<file path="config.mk">
export PLATFORM = sky130hd
export DESIGN_NAME = cache_rd_arbiter
export DESIGN_NICKNAME = d
export VERILOG_FILES = /design/src/rtl/cache_axi_pkg.sv /design/src/rtl/cache_rd_arbiter_rr_arb2.sv /design/src/rtl/cache_rd_arbiter.sv
export SDC_FILE = /design/constraint.sdc
export NUM_CORES = 1
export LEC_CHECK = 0
export CELL_PAD_IN_SITES_DETAIL_PLACEMENT = 1
export CELL_PAD_IN_SITES_GLOBAL_PLACEMENT = 2
export CORE_ASPECT_RATIO = 0.75
export CORE_MARGIN = 2
export CORE_UTILIZATION = 28
export DETAILED_ROUTE_END_ITERATION = 8
export DONT_BUFFER_PORTS = 1
export GPL_TIMING_DRIVEN = 1
export PLACE_DENSITY_LB_ADDON = 0.1
export SYNTH_ARGS = -nofsm -noshare
export SYNTH_HDL_FRONTEND = slang
export SYNTH_SLANG_ARGS = --single-unit
</file>
<file path="constraint.sdc">
create_clock -name clk -period 2.55 [get_ports clk]
set_input_delay 0.51 -clock clk [delete_from_list [all_inputs] [get_ports clk]]
set_output_delay 0.51 -clock clk [all_outputs]
set_load 0.01 [all_outputs]
</file>
<file path="src/rtl/cache_axi_pkg.sv">
// Shared definitions for the cache-side AXI read path: request type codes,
// default AXI IDs, AR FSM states and the request-type to AR-field mapping.
package cache_axi_pkg;

  localparam logic [2:0] RD_BYTE = 3'b000;
  localparam logic [2:0] RD_HALF = 3'b001;
  localparam logic [2:0] RD_WORD = 3'b010;
  localparam logic [2:0] RD_LINE = 3'b100;

  localparam logic [3:0] DEF_ID_IC = 4'd0;
  localparam logic [3:0] DEF_ID_DC = 4'd1;

  localparam int unsigned LINE_BEATS = 4;

  typedef enum logic {
    AR_IDLE = 1'b0,
    AR_BUSY = 1'b1
  } ar_state_e;

  typedef struct packed {
    logic [7:0] len;
    logic [2:0] size;
    logic       line;
  } ar_fmt_t;

  // Unrecognised type codes fall back to a single-word read.
  function automatic ar_fmt_t map_rd_type(input logic [2:0] rd_type);
    ar_fmt_t fmt;
    fmt.len  = 8'd0;
    fmt.size = 3'd2;
    fmt.line = 1'b0;
    case (rd_type)
      RD_BYTE: fmt.size = 3'd0;
      RD_HALF: fmt.size = 3'd1;
      RD_WORD: fmt.size = 3'd2;
      RD_LINE: begin
        fmt.len  = 8'(LINE_BEATS - 1);
        fmt.line = 1'b1;
      end
      default: fmt.size = 3'd2;
    endcase
    return fmt;
  endfunction

endpackage

</file>
<file path="src/rtl/cache_rd_arbiter_rr_arb2.sv">
// Two-requester round-robin grant. The pointer remembers which requester was
// served last and only moves when the caller reports a completed issue.
module rr_arb2 (
  input  logic clk,
  input  logic reset,
  input  logic i_req0,
  input  logic i_req1,
  input  logic i_upd,
  input  logic i_upd_src,
  output logic o_gnt0,
  output logic o_gnt1
);

  // 0: requester 0 was granted last, 1: requester 1 was granted last.
  logic r_last;

  always_ff @(posedge clk) begin
    if (reset) begin
      r_last <= 1'b0;
    end else if (i_upd) begin
      r_last <= i_upd_src;
    end
  end

  always_comb begin
    o_gnt0 = i_req0 & (~i_req1 | r_last);
    o_gnt1 = i_req1 & (~i_req0 | ~r_last);
  end

endmodule

</file>
<file path="src/rtl/cache_rd_arbiter.sv">
// Shares one AXI read address/data path between icache and dcache: serialises
// requests onto AR with per-source IDs and steers R beats back by rid.
module cache_rd_arbiter
  import cache_axi_pkg::*;
#(
  parameter logic [3:0] ID_IC = DEF_ID_IC,
  parameter logic [3:0] ID_DC = DEF_ID_DC
) (
  input  logic        clk,
  input  logic        reset,

  input  logic        ic_rd_req,
  input  logic [2:0]  ic_rd_type,
  input  logic [31:0] ic_rd_addr,
  output logic        ic_rd_rdy,
  output logic        ic_ret_valid,
  output logic        ic_ret_last,
  output logic [31:0] ic_ret_data,

  input  logic        dc_rd_req,
  input  logic [2:0]  dc_rd_type,
  input  logic [31:0] dc_rd_addr,
  output logic        dc_rd_rdy,
  output logic        dc_ret_valid,
  output logic        dc_ret_last,
  output logic [31:0] dc_ret_data,

  input  logic        wr_pend,
  input  logic [31:0] wr_pend_addr,

  output logic [3:0]  arid,
  output logic [31:0] araddr,
  output logic [7:0]  arlen,
  output logic [2:0]  arsize,
  output logic        arvalid,
  input  logic        arready,

  input  logic [3:0]  rid,
  input  logic [31:0] rdata,
  input  logic        rlast,
  input  logic        rvalid,
  output logic        rready
);

  ar_state_e   r_state;
  logic [3:0]  r_arid;
  logic [31:0] r_araddr;
  logic [7:0]  r_arlen;
  logic [2:0]  r_arsize;
  logic        r_src_dc;
  logic        r_out_ic;
  logic        r_out_dc;

  logic        w_dc_hazard;
  logic        w_ic_elig;
  logic        w_dc_elig;
  logic        w_gnt_ic;
  logic        w_gnt_dc;
  logic        w_idle;
  logic        w_acc_ic;
  logic        w_acc_dc;
  logic        w_accept;
  logic        w_ar_hs;
  logic        w_ic_hit;
  logic        w_dc_hit;
  logic        w_out_ic_d;
  logic        w_out_dc_d;
  logic [2:0]  w_req_type;
  logic [31:0] w_req_addr;
  logic [31:0] w_ar_addr;
  ar_fmt_t     w_fmt;

  // A dcache read of the same 16-byte line as a pending write must wait.
  assign w_dc_hazard = wr_pend && (wr_pend_addr[31:4] == dc_rd_addr[31:4]);
  assign w_ic_elig   = ic_rd_req && !r_out_ic;
  assign w_dc_elig   = dc_rd_req && !r_out_dc && !w_dc_hazard;

  rr_arb2 u_rr_arb2 (
    .clk       (clk),
    .reset     (reset),
    .i_req0    (w_ic_elig),
    .i_req1    (w_dc_elig),
    .i_upd     (w_ar_hs),
    .i_upd_src (r_src_dc),
    .o_gnt0    (w_gnt_ic),
    .o_gnt1    (w_gnt_dc)
  );

  assign w_idle    = (r_state == AR_IDLE) && !reset;
  assign ic_rd_rdy = w_idle && w_gnt_ic;
  assign dc_rd_rdy = w_idle && w_gnt_dc;

  assign w_acc_ic  = ic_rd_req && ic_rd_rdy;
  assign w_acc_dc  = dc_rd_req && dc_rd_rdy;
  assign w_accept  = w_acc_ic || w_acc_dc;
  assign w_ar_hs   = (r_state == AR_BUSY) && arready;

  always_comb begin
    w_req_type = ic_rd_type;
    w_req_addr = ic_rd_addr;
    if (w_acc_dc) begin
      w_req_type = dc_rd_type;
      w_req_addr = dc_rd_addr;
    end
    w_fmt     = map_rd_type(w_req_type);
    w_ar_addr = w_req_addr;
    if (w_fmt.line) begin
      w_ar_addr = {w_req_addr[31:4], 4'b0000};
    end
  end

  assign w_ic_hit = rvalid && (rid == ID_IC);
  assign w_dc_hit = rvalid && (rid == ID_DC);

  // Issue sets a source's bit, its last beat clears it; the two never coincide
  // because a source is only issued while its bit is clear.
  always_comb begin
    w_out_ic_d = r_out_ic;
    w_out_dc_d = r_out_dc;
    if (w_ic_hit && rlast) begin
      w_out_ic_d = 1'b0;
    end
    if (w_dc_hit && rlast) begin
      w_out_dc_d = 1'b0;
    end
    if (w_ar_hs && !r_src_dc) begin
      w_out_ic_d = 1'b1;
    end
    if (w_ar_hs && r_src_dc) begin
      w_out_dc_d = 1'b1;
    end
  end

  always_ff @(posedge clk) begin
    if (reset) begin
      r_state  <= AR_IDLE;
      r_arid   <= 4'd0;
      r_araddr <= 32'd0;
      r_arlen  <= 8'd0;
      r_arsize <= 3'd0;
      r_src_dc <= 1'b0;
      r_out_ic <= 1'b0;
      r_out_dc <= 1'b0;
    end else begin
      r_out_ic <= w_out_ic_d;
      r_out_dc <= w_out_dc_d;
      unique case (r_state)
        AR_IDLE: begin
          if (w_accept) begin
            r_state  <= AR_BUSY;
            r_arid   <= w_acc_dc ? ID_DC : ID_IC;
            r_araddr <= w_ar_addr;
            r_arlen  <= w_fmt.len;
            r_arsize <= w_fmt.size;
            r_src_dc <= w_acc_dc;
          end
        end
        AR_BUSY: begin
          if (arready) begin
            r_state <= AR_IDLE;
          end
        end
        default: r_state <= AR_IDLE;
      endcase
    end
  end

  assign arid    = r_arid;
  assign araddr  = r_araddr;
  assign arlen   = r_arlen;
  assign arsize  = r_arsize;
  assign arvalid = (r_state == AR_BUSY);

  assign rready       = 1'b1;
  assign ic_ret_valid = w_ic_hit;
  assign ic_ret_last  = w_ic_hit && rlast;
  assign ic_ret_data  = rdata;
  assign dc_ret_valid = w_dc_hit;
  assign dc_ret_last  = w_dc_hit && rlast;
  assign dc_ret_data  = rdata;

endmodule

</file>
==> results.ini <==
[status]
run_status = completed

[synthesis]
synth_seq_cells = 40
synthDistinctLibCells = 34
synthesis.instances = 362
seq_area_frac_synth = 0.267
yosysWarnings = 0
synth.avg_cell_area_um2 = 8.28
synth_area_um2 = 3000

[timing]
finalSetupViolations = 0
slew_viol_final = 0
final_hold_viol_count = 0
slew_headroom = 0.609
holdWs_ps = 296
finalWorstSetupSlack_ps = 84.0
min_period_over_period = 0.967
worst_slew_pin_slew_ps = 582
skew_ps = 3.85
clock.fmax_mhz = 406
fin_crit_ps = 2470
setup-tns-final_ps = 0
rsz0062_at_grt = false

[cells_and_area]
nets = 441
final_core_util = 0.277
layout-drive-gt1-share = 0.226
syn_to_final_growth_pct = -4.30
multi_input_area_um2 = 1590
nFillCells = 1235
insertedDiodeCount = 0
seq_area_um2 = 801
fin_cells = 432
stdcell_area_um2 = 2870

[grt]
gr-usage-all-layers = 0.156
grt_max_degree = 42
grt_pass1_wl_um = 13200
grt_pass1_vias = 2330
grt_overflow = 0
antenna_found_initial = 0

[placement]
portBuffers = 0
place.gp.congestion = 0.647
hpwl_um = 6820
placed_area_um2 = 2650
dpl.cell_count = 423
place_ws_ps = -142

[clocking]
hold_buffers = 0
clk_latency_ps = 280
cts_max_level = 2
cts_made_buffers = 5
cts_tree = yes
clk_pin_slew_ps = 60
cts_buffer_depth = 2
clock_sinks = 40
root_buffer = clkbuf_16

[routing]
viasPerCell = 5.11
firstDrtPassIters = 4
wl_per_cell_um = 20.6
wl_um = 8910
first_iter_violations = 70
post-route-drc-count = 0
ant_nets = 0
vias = 2207

[die]
top_level_ports = 265
die_width_um = 123
core.rowCount = 32
die_h_um = 93.6
core-area_um2 = 10400
start_util = 0.289
die_area_um2 = 11600

[power_and_ir_drop]
power_density_nw_per_um2 = 600
p_leak_nw = 1.02
ir_drop_mv = 0.227
total_power_mw = 1.72

[min_path]
holdCritPathClass = in -> reg
min_from = reset

[worst_setup_path]
start_kind = input port
critPathLaunch = wr_pend_addr[18]
crit-reg2reg-launch = arvalid
worst-setup-path-type = in -> out
path_max_fanout = 3
cp-end-kind = output pin
arrival_ps = 1960
cp.required_ps = 2040

[run]
drv_cap = 0

## cell type report
class / count / share of cell area
inverters: 2 / 0.00262
clock buffers: 8 / 0.0510
well taps: 136 / 0.0593
multi-input cells: 229 / 0.555
repair buffers: 17 / 0.0532
flip-flops and latches: 40 / 0.279
## path summary, 6_finish.rpt
kind	endpoint	slack [ps]	cells past startpoint
max	ic_rd_rdy	80	6
min	r_src_dc	300	1
max reg2reg	araddr[1]	570	5
min reg2reg	r_out_ic	470	2
## layout by cell type, fill, tap and decap left out, types with 2 or more instances in the layout
master | synthesis | final
nand3_1 | 33 | 33
nor2_1 | 37 | 37
a21oi_1 | 10 | 10
a311oi_2 | 28 | 28
dfxtp_1 | 40 | 40
and2_1 | 2 | 2
clkbuf_1 | 14 | 2
conb_1 | 2 | 11
nand2b_1 | 7 | 7
inv_1 | 2 | 2
xnor2_2 | 0 | 7
nor4_2 | 0 | 2
clkbuf_16 | 0 | 5
buf_4 | 77 | 15
xor2_1 | 15 | 15
buf_12 | 0 | 2
xnor2_1 | 13 | 6
nor4_1 | 4 | 2
nand2_1 | 38 | 37
a2bb2o_1 | 4 | 4
nand4_1 | 4 | 4
nor2b_1 | 3 | 3
o21ai_0 | 6 | 6
## registers in the layout, indices dropped and copies added (netlist names)
name	count
u_rr_arb2.r_last	1
arsize	2
r_src_dc	1
araddr	32
arvalid	1
r_out_dc	1
r_out_ic	1
arlen	1
## critical path, stage by stage
cell and delay [ps]:
xnor2_2 230, nand4_1 130, or4_4 530, buf_4 150, o21ai_2 180, o211a_1 240
## where the power goes
group / internal, mW / leakage [nW] / switching [mW] / total, mW
sequential: 0.678 / 0.330 / 0.0636 / 0.742
clock: 0.391 / 0.0712 / 0.253 / 0.644
combinational: 0.148 / 0.618 / 0.188 / 0.336
## layer usage
metal,up-vias,routed length [um],global-route usage,share of wire
met5,-,0,0,0
met4,0,98,0.0426,0.011
met3,16,1180,0.0774,0.13
met2,130,3920,0.235,0.44
met1,1032,3710,0.195,0.42
li1,1029,-,-,-
## Yosys cell counts, drive strengths merged
master	count	area [um^2]
o211a	1	10.0
conb	2	7.51
xnor2	13	114
inv	2	7.51
mux2	1	11.3
buf	86	648
o311ai	1	8.76
a21oi	10	50.1
or4	1	11.3
a311oi	28	420
nor2	37	139
nand4	4	25.0
nand2	38	143
nand3	33	165
and2	2	12.5
or2	1	6.26
o2111a	1	11.3
and3	1	6.26
o21ai	7	38.8
clkbuf	14	52.6
a211oi	2	20.0
nor4b	1	8.76
nor4	4	25.0
nor2b	3	18.8
dfxtp	40	801
o21a	2	15.0
nand2b	7	43.8
nor3	1	5.00
a2bb2o	4	40.0
xor2	15	131
## logic make-up (layout without fill, tap and decap cells)
logic type	after synthesis	in the layout	share of synthesized area
AND/OR/NAND/NOR	133	133	0.203
XOR/XNOR	28	28	0.0818
AO/OA/AOI/OAI	56	56	0.205
other	2	11	0.00251
multiplexers	1	1	0.00376
flip-flops	40	40	0.267
buffers and inverters	102	27	0.236
## timing repair
item | in CTS | in global routing
cloned | 0 | 0
pin swaps | 3 | 4
gates resized for setup | 6 | 4
setup buffers | 1 | 1
endpoints found under the setup margin | 2 | 2
Note: power is estimated with default switching activity, not from simulation.
